## config.mk

```make
export PLATFORM = sky130hd
export DESIGN_NAME = ps2_host_tx
export DESIGN_NICKNAME = d
export VERILOG_FILES = /design/src/rtl/ps2_host_tx.sv
export SDC_FILE = /design/constraint.sdc
export NUM_CORES = 1
export LEC_CHECK = 0
export ABC_CLOCK_PERIOD_IN_PS = 6360
export BUFFER_PORTS_ARGS = -buffer_cell sky130_fd_sc_hd__buf_2
export CAP_MARGIN = 20
export CORE_MARGIN = 1.5
export CORE_UTILIZATION = 25
export DETAILED_ROUTE_END_ITERATION = 12
export PLACE_DENSITY_LB_ADDON = 0.25
export RECOVER_POWER = 100
export SYNTH_ARGS = -nofsm -noshare
export SYNTH_HDL_FRONTEND = slang
export SYNTH_SLANG_ARGS = --single-unit
```

## constraint.sdc

```tcl
create_clock -name CLOCK_50 -period 6.36 [get_ports CLOCK_50]
set_input_delay 0.318 -clock CLOCK_50 [delete_from_list [all_inputs] [get_ports CLOCK_50]]
set_output_delay 0.318 -clock CLOCK_50 [all_outputs]
set_load 0.01 [all_outputs]
```

## src/rtl/ps2_host_tx.sv

```systemverilog
// PS/2 host-to-device transmitter: inhibit, request-to-send, then shifts one odd-parity
// byte out on device clock falls and samples the device ACK on the 11th fall.
module ps2_host_tx #(
  parameter int unsigned INHIBIT_CYCLES = 5000,
  parameter int unsigned START_TIMEOUT  = 750000,
  parameter int unsigned PACKET_TIMEOUT = 100000,
  parameter int unsigned FILTER_LEN     = 4
) (
  input  logic       CLOCK_50,
  input  logic       reset,
  input  logic [7:0] tx_data,
  input  logic       tx_valid,
  output logic       tx_ready,
  input  logic       ps2_clk_in,
  input  logic       ps2_dat_in,
  output logic       ps2_clk_oe,
  output logic       ps2_dat_oe,
  output logic       busy,
  output logic       rx_inhibit,
  output logic       tx_done,
  output logic       tx_ack_ok,
  output logic       tx_error
);

  localparam int FCW = $clog2(FILTER_LEN) + 1;
  localparam logic [FCW-1:0] FLT_LAST = FCW'(FILTER_LEN - 1);
  localparam logic [19:0] INH_LAST   = 20'(INHIBIT_CYCLES - 1);
  localparam logic [19:0] START_LAST = 20'(START_TIMEOUT - 1);
  localparam logic [19:0] PKT_LAST   = 20'(PACKET_TIMEOUT - 1);

  typedef enum logic [2:0] {
    S_IDLE, S_INHIBIT, S_REQ, S_BITS, S_WAIT_IDLE
  } state_e;

  // Index 0 = clock line, index 1 = data line.
  logic [1:0]          sync1_q, sync2_q, filt_q;
  logic [1:0][FCW-1:0] fcnt_q;
  logic                fall;

  // NOTE: sequential state uses non-blocking assignments only, so every flop samples
  // the pre-edge value of its neighbours regardless of statement order.
  always_ff @(posedge CLOCK_50) begin
    if (reset) begin
      sync1_q <= 2'b11;
      sync2_q <= 2'b11;
      filt_q  <= 2'b11;
      fcnt_q  <= '0;
    end else begin
      sync1_q <= {ps2_dat_in, ps2_clk_in};
      sync2_q <= sync1_q;
      for (int i = 0; i < 2; i++) begin
        if (sync2_q[i] == filt_q[i]) begin
          fcnt_q[i] <= '0;
        end else if (fcnt_q[i] == FLT_LAST) begin
          filt_q[i] <= sync2_q[i];
          fcnt_q[i] <= '0;
        end else begin
          fcnt_q[i] <= fcnt_q[i] + FCW'(1);
        end
      end
    end
  end

  // Fires in the cycle the filtered clock is about to switch from high to low.
  assign fall = filt_q[0] & ~sync2_q[0] & (fcnt_q[0] == FLT_LAST);

  state_e      state_q, state_d;
  logic [19:0] cnt_q, cnt_d;
  logic [3:0]  bit_q, bit_d;
  logic [9:0]  shreg_q, shreg_d;
  logic        ack_q, ack_d;

  always_ff @(posedge CLOCK_50) begin
    if (reset) begin
      state_q <= S_IDLE;
      cnt_q   <= '0;
      bit_q   <= '0;
      shreg_q <= '0;
      ack_q   <= 1'b0;
    end else begin
      state_q <= state_d;
      cnt_q   <= cnt_d;
      bit_q   <= bit_d;
      shreg_q <= shreg_d;
      ack_q   <= ack_d;
    end
  end

  // NOTE: every combinational output gets a default before the case, so no path
  // through the state decode can leave a value unassigned and infer a latch.
  always_comb begin
    state_d    = state_q;
    cnt_d      = cnt_q + 20'd1;
    bit_d      = bit_q;
    shreg_d    = shreg_q;
    ack_d      = ack_q;
    ps2_clk_oe = 1'b0;
    ps2_dat_oe = 1'b0;
    tx_done    = 1'b0;
    tx_error   = 1'b0;
    unique case (state_q)
      S_IDLE: begin
        cnt_d = '0;
        if (tx_valid) begin
          shreg_d = {1'b1, ~^tx_data, tx_data};
          ack_d   = 1'b0;
          state_d = S_INHIBIT;
        end
      end
      S_INHIBIT: begin
        ps2_clk_oe = 1'b1;
        if (cnt_q == INH_LAST) begin
          cnt_d   = '0;
          state_d = S_REQ;
        end
      end
      S_REQ: begin
        ps2_dat_oe = 1'b1;
        if (cnt_q == START_LAST) begin
          tx_error = 1'b1;
          state_d  = S_IDLE;
        end else if (fall) begin
          cnt_d   = '0;
          bit_d   = '0;
          state_d = S_BITS;
        end
      end
      S_BITS: begin
        ps2_dat_oe = ~shreg_q[0];
        if (cnt_q == PKT_LAST) begin
          tx_error = 1'b1;
          ack_d    = 1'b0;
          state_d  = S_IDLE;
        end else if (fall) begin
          if (bit_q == 4'd9) begin
            // 11th fall: the device holds data low here to acknowledge.
            ack_d   = ~filt_q[1];
            state_d = S_WAIT_IDLE;
          end else begin
            shreg_d = shreg_q >> 1;
            bit_d   = bit_q + 4'd1;
          end
        end
      end
      S_WAIT_IDLE: begin
        // The counter keeps running from BITS so one timer covers the whole packet.
        if (cnt_q == PKT_LAST) begin
          tx_error = 1'b1;
          ack_d    = 1'b0;
          state_d  = S_IDLE;
        end else if (filt_q == 2'b11) begin
          tx_done = 1'b1;
          state_d = S_IDLE;
        end
      end
      default: state_d = S_IDLE;
    endcase
  end

  assign tx_ready   = (state_q == S_IDLE);
  assign busy       = ~tx_ready;
  assign rx_inhibit = busy;
  assign tx_ack_ok  = ack_q;

endmodule

```

==> flow_metrics.py, run 1 <==
metrics = {
    "status": {
        "status": "finished with violations",
        "violations": "capacitance limit, slew limit",
    },
    "placement": {
        "portBuffers": 20,
        "placed_area_mm2": 0.00277,
        "gp_congestion": 0.801,
        "hpwl_mm": 4.05,
        "preCtsSetupSlack_ns": 3.84,
        "dp.cells": 438,
    },
    "detailed_routing": {
        "drc_errors": 0,
        "antenna_left": 0,
        "drt_iter0_drc": 88,
        "vias_per_cell": 4.68,
        "wl_mm": 5.50,
        "vias": 2088,
        "dr.pass1.iters": 4,
        "wl_per_cell_um": 12.3,
    },
    "clocking": {
        "clk_path_buf_depth": 2,
        "cts_resized": 0,
        "clk_latency_ns": 0.30,
        "cts_tree": "done",
        "clkTransAtPathRegs_ns": 0.09,
        "clkSinkCount": 50,
        "cts_hold_buffers": 0,
        "cts-root-buf": "clkbuf_8",
        "htree_levels": 2,
        "numCtsBuffers": 5,
        "post-cts-setup-buffer-count": 0,
    },
    "power_and_ir_drop": {
        "p_comb_share_pct": 28.2,
        "p_switching_mw": 0.283,
        "p_int_mw": 0.548,
        "peakVddDrop_v": 0.000123,
        "powerDensity_mw_per_mm2": 294,
        "p_leak_nw": 0.978,
        "seq_power_share_pct": 44.3,
        "swShare_pct": 34.1,
        "clkPwrFrac_pct": 27.5,
    },
    "cells_and_area": {
        "syn_to_final_growth_pct": 9.71,
        "antennaDiodeCount": 0,
        "instances_no_fill": 446,
        "nFillCells": 1070,
        "final_area_mm2": 0.00283,
        "multi_input_area_mm2": 0.00142,
        "seq_area_mm2": 0.00100,
        "drive_above_1_share_pct": 11.8,
        "num-nets-final": 333,
    },
    "synth": {
        "synth_top_area_share_pct": 38.9,
        "ys_seq_elements": 50,
        "synth_edf_count": 0,
        "yosysTopAreaCell": "dfxtp_1",
        "yosysSeqAreaShare_pct": 38.9,
        "synth.top_cells.by_count": "dfxtp_1, nor2_1, nand2_1",
        "synth.most_common_cell": "dfxtp_1",
        "syn_avg_cell_area_um2": 8.62,
        "ys_top_cells_by_area": "dfxtp_1, nor2_1, a311oi_2",
        "syn_nets": 320,
        "yosysUniqueCellTypes": 55,
        "syn-instance-count": 299,
        "ys.warnings.count": 0,
        "netlist_area_mm2": 0.00258,
        "synth-main-ff-cell": "dfxtp_1",
        "ys_async_sr_fraction_pct": 0,
    },
    "timing": {
        "tightest_slew_ns": 2.33,
        "max_freq_mhz": 271,
        "period_share_pct": 58.1,
        "finalSetupViolations": 0,
        "fin_ws_ns": 2.67,
        "setup_tns_ns": 0,
        "hold_viol_final": 0,
        "fin_skew_ns": 0.00540,
        "min_period_ns": 3.69,
        "hold_slack_ns": 0.192,
        "relSlewSlack_pct": -56.5,
        "final_max_slew_viol_count": 19,
        "rsz0062_at_grt": "no",
    },
    "global_route": {
        "grt_overflow": 0,
        "grt_first_pass_wirelength_mm": 9.24,
        "antenna_found_initial": 0,
        "grt_util_all_layers_pct": 10.3,
        "grt_max_degree": 27,
        "grt_pass1_vias": 1906,
    },
    "floorplanning": {
        "rows": 36,
        "io_pins": 21,
        "initial_utilization_pct": 26.1,
        "dieArea_mm2": 0.0109,
        "dieWidth_um": 105,
        "core_area_mm2": 0.00986,
        "die_h_um": 105,
    },
    "critical_path": {
        "cp.required_ns": 6.57,
        "critPathLaunchType": "flop",
        "worstSetupPathType": "reg -> reg",
        "end_kind": "flop",
        "cp_max_fo": 18,
        "worstPathArrival_ns": 3.90,
    },
    "run": {
        "drv_cap": 1,
    },
    "min_path": {
        "worstHoldPathType": "in -> reg",
    },
}
## flip-flops by register name, summed over array words and instances (netlist names)
| signal | cells |
|---|---|
| bit_q | 4 |
| cnt_q | 20 |
| fcnt_q | 6 |
| filt_q | 2 |
| shreg_q | 10 |
| state_q | 3 |
| sync1_q | 2 |
| sync2_q | 2 |
| tx_ack_ok | 1 |
## kinds of logic after synthesis
logic type / Yosys count / share of synthesized area [%]
multiplexers: 2 / 0.826
AO/OA/AOI/OAI: 44 / 14.9
adder cells (fa/ha/maj): 8 / 3.89
XOR/XNOR: 26 / 8.84
AND/OR/NAND/NOR: 144 / 28.1
buffers and inverters: 25 / 4.61
flip-flops: 50 / 38.9
## power by group through the flow
stage | sequential (mW) | clock (mW) | combinational, mW
3_5_place_dp | 0.374 | 0 | 0.251
3_3_place_gp | 0.373 | 0 | 0.251
4_1_cts | 0.367 | 0.236 | 0.252
5_1_grt | 0.373 | 0.253 | 0.262
2_1_floorplan | 0.364 | 0 | 0.206
6_report | 0.368 | 0.229 | 0.234
## worst max-delay path, stage by stage (launching register included)
cell and delay [ns]:
dfxtp_1 0.47, nor2b_1 0.23, and2_0 0.52, nand2_1 0.12
o31ai_1 1.80, nor2_1 0.13, a311oi_2 0.32
## path summary, 6_finish.rpt
| path | startpoint | end | slack, ns | cells past startpoint |
|---|---|---|---|---|
| hold reg to reg | sync1_q[0] | sync2_q[0] | 0.42 | 1 |
| hold / removal | ps2_clk_in | sync1_q[0] | 0.19 | 2 |
| setup reg to reg | state_q[1] | shreg_q[4] | 2.67 | 6 |
| setup / recovery | state_q[1] | shreg_q[4] | 2.67 | 6 |
## cells in the final DEF, fill, tap and decap left out, drive strengths merged, types with 2 or more instances in the layout
cell type   n
a21boi      3
a21oi      12
a311oi      9
a31o        2
and2        2
and3        6
and4        2
buf        11
clkbuf     15
dfxtp      50
ha          8
inv        11
nand2      35
nand2b      2
nand3      16
nand4       4
nor2       44
nor2b       2
nor3        9
nor4        6
o21ai       8
o31ai       2
or2         6
or4         2
or4bb       2
xnor2      14
xor2       12
## layer usage
layer	global-route usage [%]	share of wire (%)	vias to the layer above
met5	0	0	-
met4	3.87	1.7	0
met3	2.13	3.0	9
met2	15.2	44	37
met1	14.5	52	973
li1	-	-	1069
## cell type report
| class | instances | area share (%) |
|---|---|---|
| inverters | 10 | 1.33 |
| well taps | 133 | 5.89 |
| clock inverters | 3 | 1.55 |
| flip-flops and latches | 50 | 35.4 |
| repair buffers | 21 | 3.28 |
| multi-input cells | 224 | 50.1 |
| clock buffers | 5 | 2.43 |
## through the flow
step | power (mW) | utilization [%]
after floorplan | 0.569 | -
after global placement | 0.624 | 28.1
after detailed placement | 0.626 | 28.1
after CTS | 0.855 | 29.3
after global routing | 0.888 | 28.7
final | 0.831 | 28.7
(Power assumes the default switching activity.)
==> inputs of run 2 (changes only) <==
- ABC_CLOCK_PERIOD_IN_PS: 6360 -> 3600
- clock period: 6.36 -> 3.6 ns (I/O delays scaled with it)
==> flow_metrics.py, run 2 (same netlist as run 1, synthesis figures left out) <==
metrics = {
    "timing": {
        "setup_tns_ns": 0,
        "max_freq_mhz": 374,
        "hold_viol_final": 0,
        "relSlewSlack_pct": 11.6,
        "period_share_pct": 74.2,
        "tightest_slew_ns": 1.33,
        "fin_skew_ns": 0.00410,
        "min_period_ns": 2.67,
        "rsz0062_at_grt": "no",
        "final_max_slew_viol_count": 0,
        "finalSetupViolations": 0,
    },
    "global_route": {
        "grt_use_met1_pct": 16.2,
        "grt_util_all_layers_pct": 11.0,
        "grt_pass1_vias": 1993,
        "top_usage_layer": "met1",
        "grt_use_met3_pct": 2.51,
        "use_met2_pct": 15.8,
        "antenna_found_initial": 0,
        "grt_overflow": 0,
        "grt_max_degree": 27,
        "grt_first_pass_wirelength_mm": 9.82,
    },
    "critical_path": {
        "end_kind": "flop",
        "worstPathArrival_ns": 2.83,
        "ff2ff_setup_slack_ns": 0.93,
        "reg2reg_depth": 6,
        "cp.required_ns": 3.76,
        "worstSetupPathType": "reg -> reg",
        "cp_slowest_stage_delay_ns": 0.67,
        "cp_cell_sequence": "or4_1, nor4_1, a21boi_0, o31ai_2, clkbuf_1, nor2_1",
        "slowest_stage": "clkbuf_1",
        "critPathLaunchType": "flop",
        "cp_max_fo": 20,
    },
    "placement": {
        "dp.cells": 438,
        "portBuffers": 20,
        "hpwl_mm": 4.05,
        "gp_congestion": 0.805,
    },
    "clocking": {
        "numCtsBuffers": 5,
        "clk_latency_ns": 0.30,
        "clkSinkCount": 50,
        "cts_tree": "done",
        "cts_resized": 0,
        "htree_levels": 2,
        "post-cts-setup-buffer-count": 0,
        "cts_hold_buffers": 0,
        "clkTransAtPathRegs_ns": 0.09,
        "clk_path_buf_depth": 2,
        "cts-root-buf": "clkbuf_8",
    },
    "power_and_ir_drop": {
        "peakVddDrop_v": 0.000247,
        "p_leak_nw": 0.982,
        "powerDensity_mw_per_mm2": 520,
    },
    "cells_and_area": {
        "antennaDiodeCount": 0,
        "layout_commonest_cell": "dfxtp_1",
        "top_regs": "cnt_q (20), shreg_q (10), fcnt_q (6)",
        "num-nets-final": 333,
        "instances_no_fill": 445,
        "drive_above_1_share_pct": 11.5,
        "largest_reg_flops": 20,
        "top_register": "cnt_q",
        "syn_to_final_growth_pct": 10.3,
        "final_cell_mix": "dfxtp_1, nor2_1, nand2_1, nand3_1, xnor2_1",
    },
    "floorplanning": {
        "io_pins": 21,
        "dieWidth_um": 105,
        "die_h_um": 105,
        "dieArea_mm2": 0.0109,
        "initial_utilization_pct": 26.1,
        "core_area_mm2": 0.00986,
        "rows": 36,
    },
    "detailed_routing": {
        "wl_per_cell_um": 12.2,
        "antenna_left": 0,
        "vias_per_cell": 4.60,
        "drt_iter0_drc": 154,
        "vias": 2047,
        "dr.pass1.iters": 4,
        "wl_mm": 5.43,
        "drc_errors": 0,
    },
    "min_path": {
        "worstHoldPathType": "in -> reg",
        "holdPathStages": 2,
    },
    "status": {
        "status": "completed",
    },
    "run": {
        "drv_cap": 0,
    },
}
-- run 2: final cells by class --
class,count,area [µm²]
inverters,10,37.5
well taps,133,166
fillers,1067,7020
multi-input cells,224,1430
clock inverters,1,30.0
repair buffers,21,92.6
clock buffers,6,82.6
flip-flops and latches,50,1000
-- run 2: critical path: cells and delay by family, from the launching register on --
kind	cells	cell delay [ns]
buffers and inverters	1	0.67
AOI/OAI and AO/OA	2	0.42
DFF	1	0.42
and+or+nand+nor	3	1.01
-- run 2: stage by stage --
stage	power [mW]	area, µm²	utilization [%]	hold WS (ns)	setup slack (ns)
after floorplan	1.01	2580	-	0.284	1.53
after CTS	1.52	2890	29.3	0.0496	1.09
after global placement	1.10	2770	28.1	0.370	1.19
after detailed placement	1.10	2770	28.1	0.372	1.11
final	1.48	2840	28.8	0.0581	0.930
after global routing	1.59	2840	28.8	0.0367	0.625
-- run 2: metal layers --
| metal | wire length [µm] | part of all wire [%] | up-vias |
|---|---|---|---|
| li1 | - | - | 1063 |
| met1 | 2850 | 52 | 946 |
| met2 | 2360 | 43 | 34 |
| met3 | 156 | 2.9 | 4 |
| met4 | 68 | 1.3 | 0 |
| met5 | 0 | 0 | - |
-- run 2: worst paths after layout --
kind | start | end
hold / removal | ps2_dat_in | sync1_q[1]
setup reg to reg | cnt_q[5] | cnt_q[14]
setup / recovery | cnt_q[5] | cnt_q[14]
hold reg to reg | sync1_q[0] | sync2_q[0]
-- run 2: power breakdown --
part	total, mW	leakage [nW]	switching [mW]	internal (mW)
Sequential	0.649	0.407	0.0461	0.603
Combinational	0.421	0.518	0.262	0.159
Clock	0.407	0.0573	0.184	0.223
Total	1.48	0.982	0.493	0.984
==> inputs of run 3 (changes only) <==
- ABC_CLOCK_PERIOD_IN_PS: 3600 -> 2600
- clock period: 3.6 -> 2.6 ns (I/O delays scaled with it)
==> flow_metrics.py, run 3 (same netlist as run 1, synthesis figures left out) <==
metrics = {
    "status": {
        "status": "completed",
    },
    "critical_path": {
        "worstPathArrival_ns": 2.51,
        "rr_startpoint": "cnt_q[14]",
        "cp_max_fo": 18,
        "critPathLaunchType": "flop",
        "cp.required_ns": 2.73,
        "cp_cell_sequence": "or4_4, nor4_1, and3_4, o31ai_1, buf_4, nor2_1, a311oi_2",
        "cp_slowest_stage_delay_ns": 0.55,
        "slowest_stage": "or4_4",
        "cp.buffers_inverters": 1,
        "path_delay_family": "simple AND/OR/NAND/NOR gates",
        "ff2ff_setup_slack_ns": 0.22,
        "worstSetupPathType": "reg -> reg",
        "end_kind": "flop",
        "worstReg2RegEnd": "shreg_q[3]",
        "reg2reg_depth": 7,
    },
    "timing": {
        "hold_slack_ns": 0.0150,
        "period_share_pct": 91.7,
        "setup_tns_ns": 0,
        "fin_skew_ns": 0.00927,
        "hold_viol_final": 0,
        "rsz0062_at_grt": "no",
        "relSlewSlack_pct": 7.27,
        "min_period_ns": 2.38,
        "final_max_slew_viol_count": 0,
        "max_freq_mhz": 419,
        "finalSetupViolations": 0,
        "tightest_slew_ns": 1.39,
    },
    "cells_and_area": {
        "largest_reg_flops": 20,
        "num-nets-final": 339,
        "antennaDiodeCount": 0,
        "syn_to_final_growth_pct": 12.2,
        "layout_commonest_cell": "dfxtp_1",
        "final_cell_mix": "dfxtp_1, nor2_1, nand2_1, nand3_1, xnor2_1",
        "drive_above_1_share_pct": 14.2,
        "final_area_mm2": 0.00289,
        "top_regs": "cnt_q (20), shreg_q (10), fcnt_q (6)",
        "top_register": "cnt_q",
    },
    "floorplanning": {
        "die_h_um": 105,
        "core_area_mm2": 0.00986,
        "dieArea_mm2": 0.0109,
        "initial_utilization_pct": 26.1,
        "io_pins": 21,
        "rows": 36,
        "dieWidth_um": 105,
    },
    "global_route": {
        "grt_pass1_vias": 1979,
        "grt_max_degree": 27,
        "grt_first_pass_wirelength_mm": 9.58,
        "grt_overflow": 0,
        "grt_util_all_layers_pct": 10.6,
        "antenna_found_initial": 0,
    },
    "run": {
        "drv_cap": 0,
    },
    "placement": {
        "placed_area_mm2": 0.00281,
        "gp_congestion": 0.800,
        "hpwl_mm": 4.04,
        "portBuffers": 20,
    },
    "clocking": {
        "cts_tree": "done",
        "clkSinkCount": 50,
        "clkTransAtPathRegs_ns": 0.09,
        "htree_levels": 2,
        "cts-root-buf": "clkbuf_8",
        "post-cts-setup-buffer-count": 0,
        "numCtsBuffers": 5,
        "clk_path_buf_depth": 2,
        "clk_latency_ns": 0.30,
    },
    "min_path": {
        "hp-start": "ps2_dat_in",
        "worstHoldPathType": "in -> reg",
        "min_to": "sync1_q[1]",
        "holdPathStages": 2,
    },
    "detailed_routing": {
        "wl_per_cell_um": 12.3,
        "vias": 2115,
        "drc_errors": 0,
        "drt_iter0_drc": 87,
        "vias_per_cell": 4.69,
        "antenna_left": 0,
        "wl_mm": 5.55,
        "dr.pass1.iters": 4,
    },
    "power_and_ir_drop": {
        "p_leak_nw": 1.01,
        "peakVddDrop_v": 0.000330,
        "powerDensity_mw_per_mm2": 716,
    },
}
==> run 3: how the worst max path moves through the flow <==
stage	slack, ns	start	cells after the start	end
2_1_floorplan	0.53	cnt_q[0]	7	bit_q[2]
3_3_place_gp	0.43	cnt_q[0]	7	bit_q[2]
3_5_place_dp	0.37	cnt_q[0]	7	bit_q[2]
4_1_cts	0.25	cnt_q[0]	7	tx_error
5_1_grt	0.09	cnt_q[0]	7	tx_error
6_report	0.22	cnt_q[14]	7	shreg_q[3]
==> run 3: what timing repair did <==
item,4_1_cts,5_1_grt
hold buffers,0,1
resized for setup,0,0
hold endpoints to repair,0,1
==> run 3: cell type report <==
cell class              instances  area, µm²
multi-input cells             224       1430
inverters                      10       37.5
well taps                     133        166
flip-flops and latches         50       1000
repair buffers                 27        141
fillers                      1070       6970
clock buffers                   6       82.6
clock inverters                 1       30.0
==> run 3: where the power goes <==
| group | internal (mW) | leakage, nW | switching (mW) |
|---|---|---|---|
| sequential | 0.835 | 0.407 | 0.0665 |
| combinational | 0.235 | 0.547 | 0.369 |
| clock | 0.308 | 0.0573 | 0.257 |
| total | 1.38 | 1.01 | 0.692 |
==> run 3: metrics by stage <==
stage	power (mW)	std cells	setup WS, ns	util, %
after global routing	2.20	451	0.0860	29.3
final	2.07	451	0.216	29.3
after floorplan	1.39	299	0.533	-
after CTS	2.12	450	0.253	29.6
after global placement	1.54	443	0.426	28.5
after detailed placement	1.55	443	0.372	28.5
==> run 3: routing by layer <==
layer  global-route usage, %  share of wire (%)  vias up
met5                       0                  0        -
met4                    3.27                1.2        0
met2                    16.3                 45       25
li1                        -                  -     1077
met1                    15.2                 52     1007
met3                    1.50                2.0        6
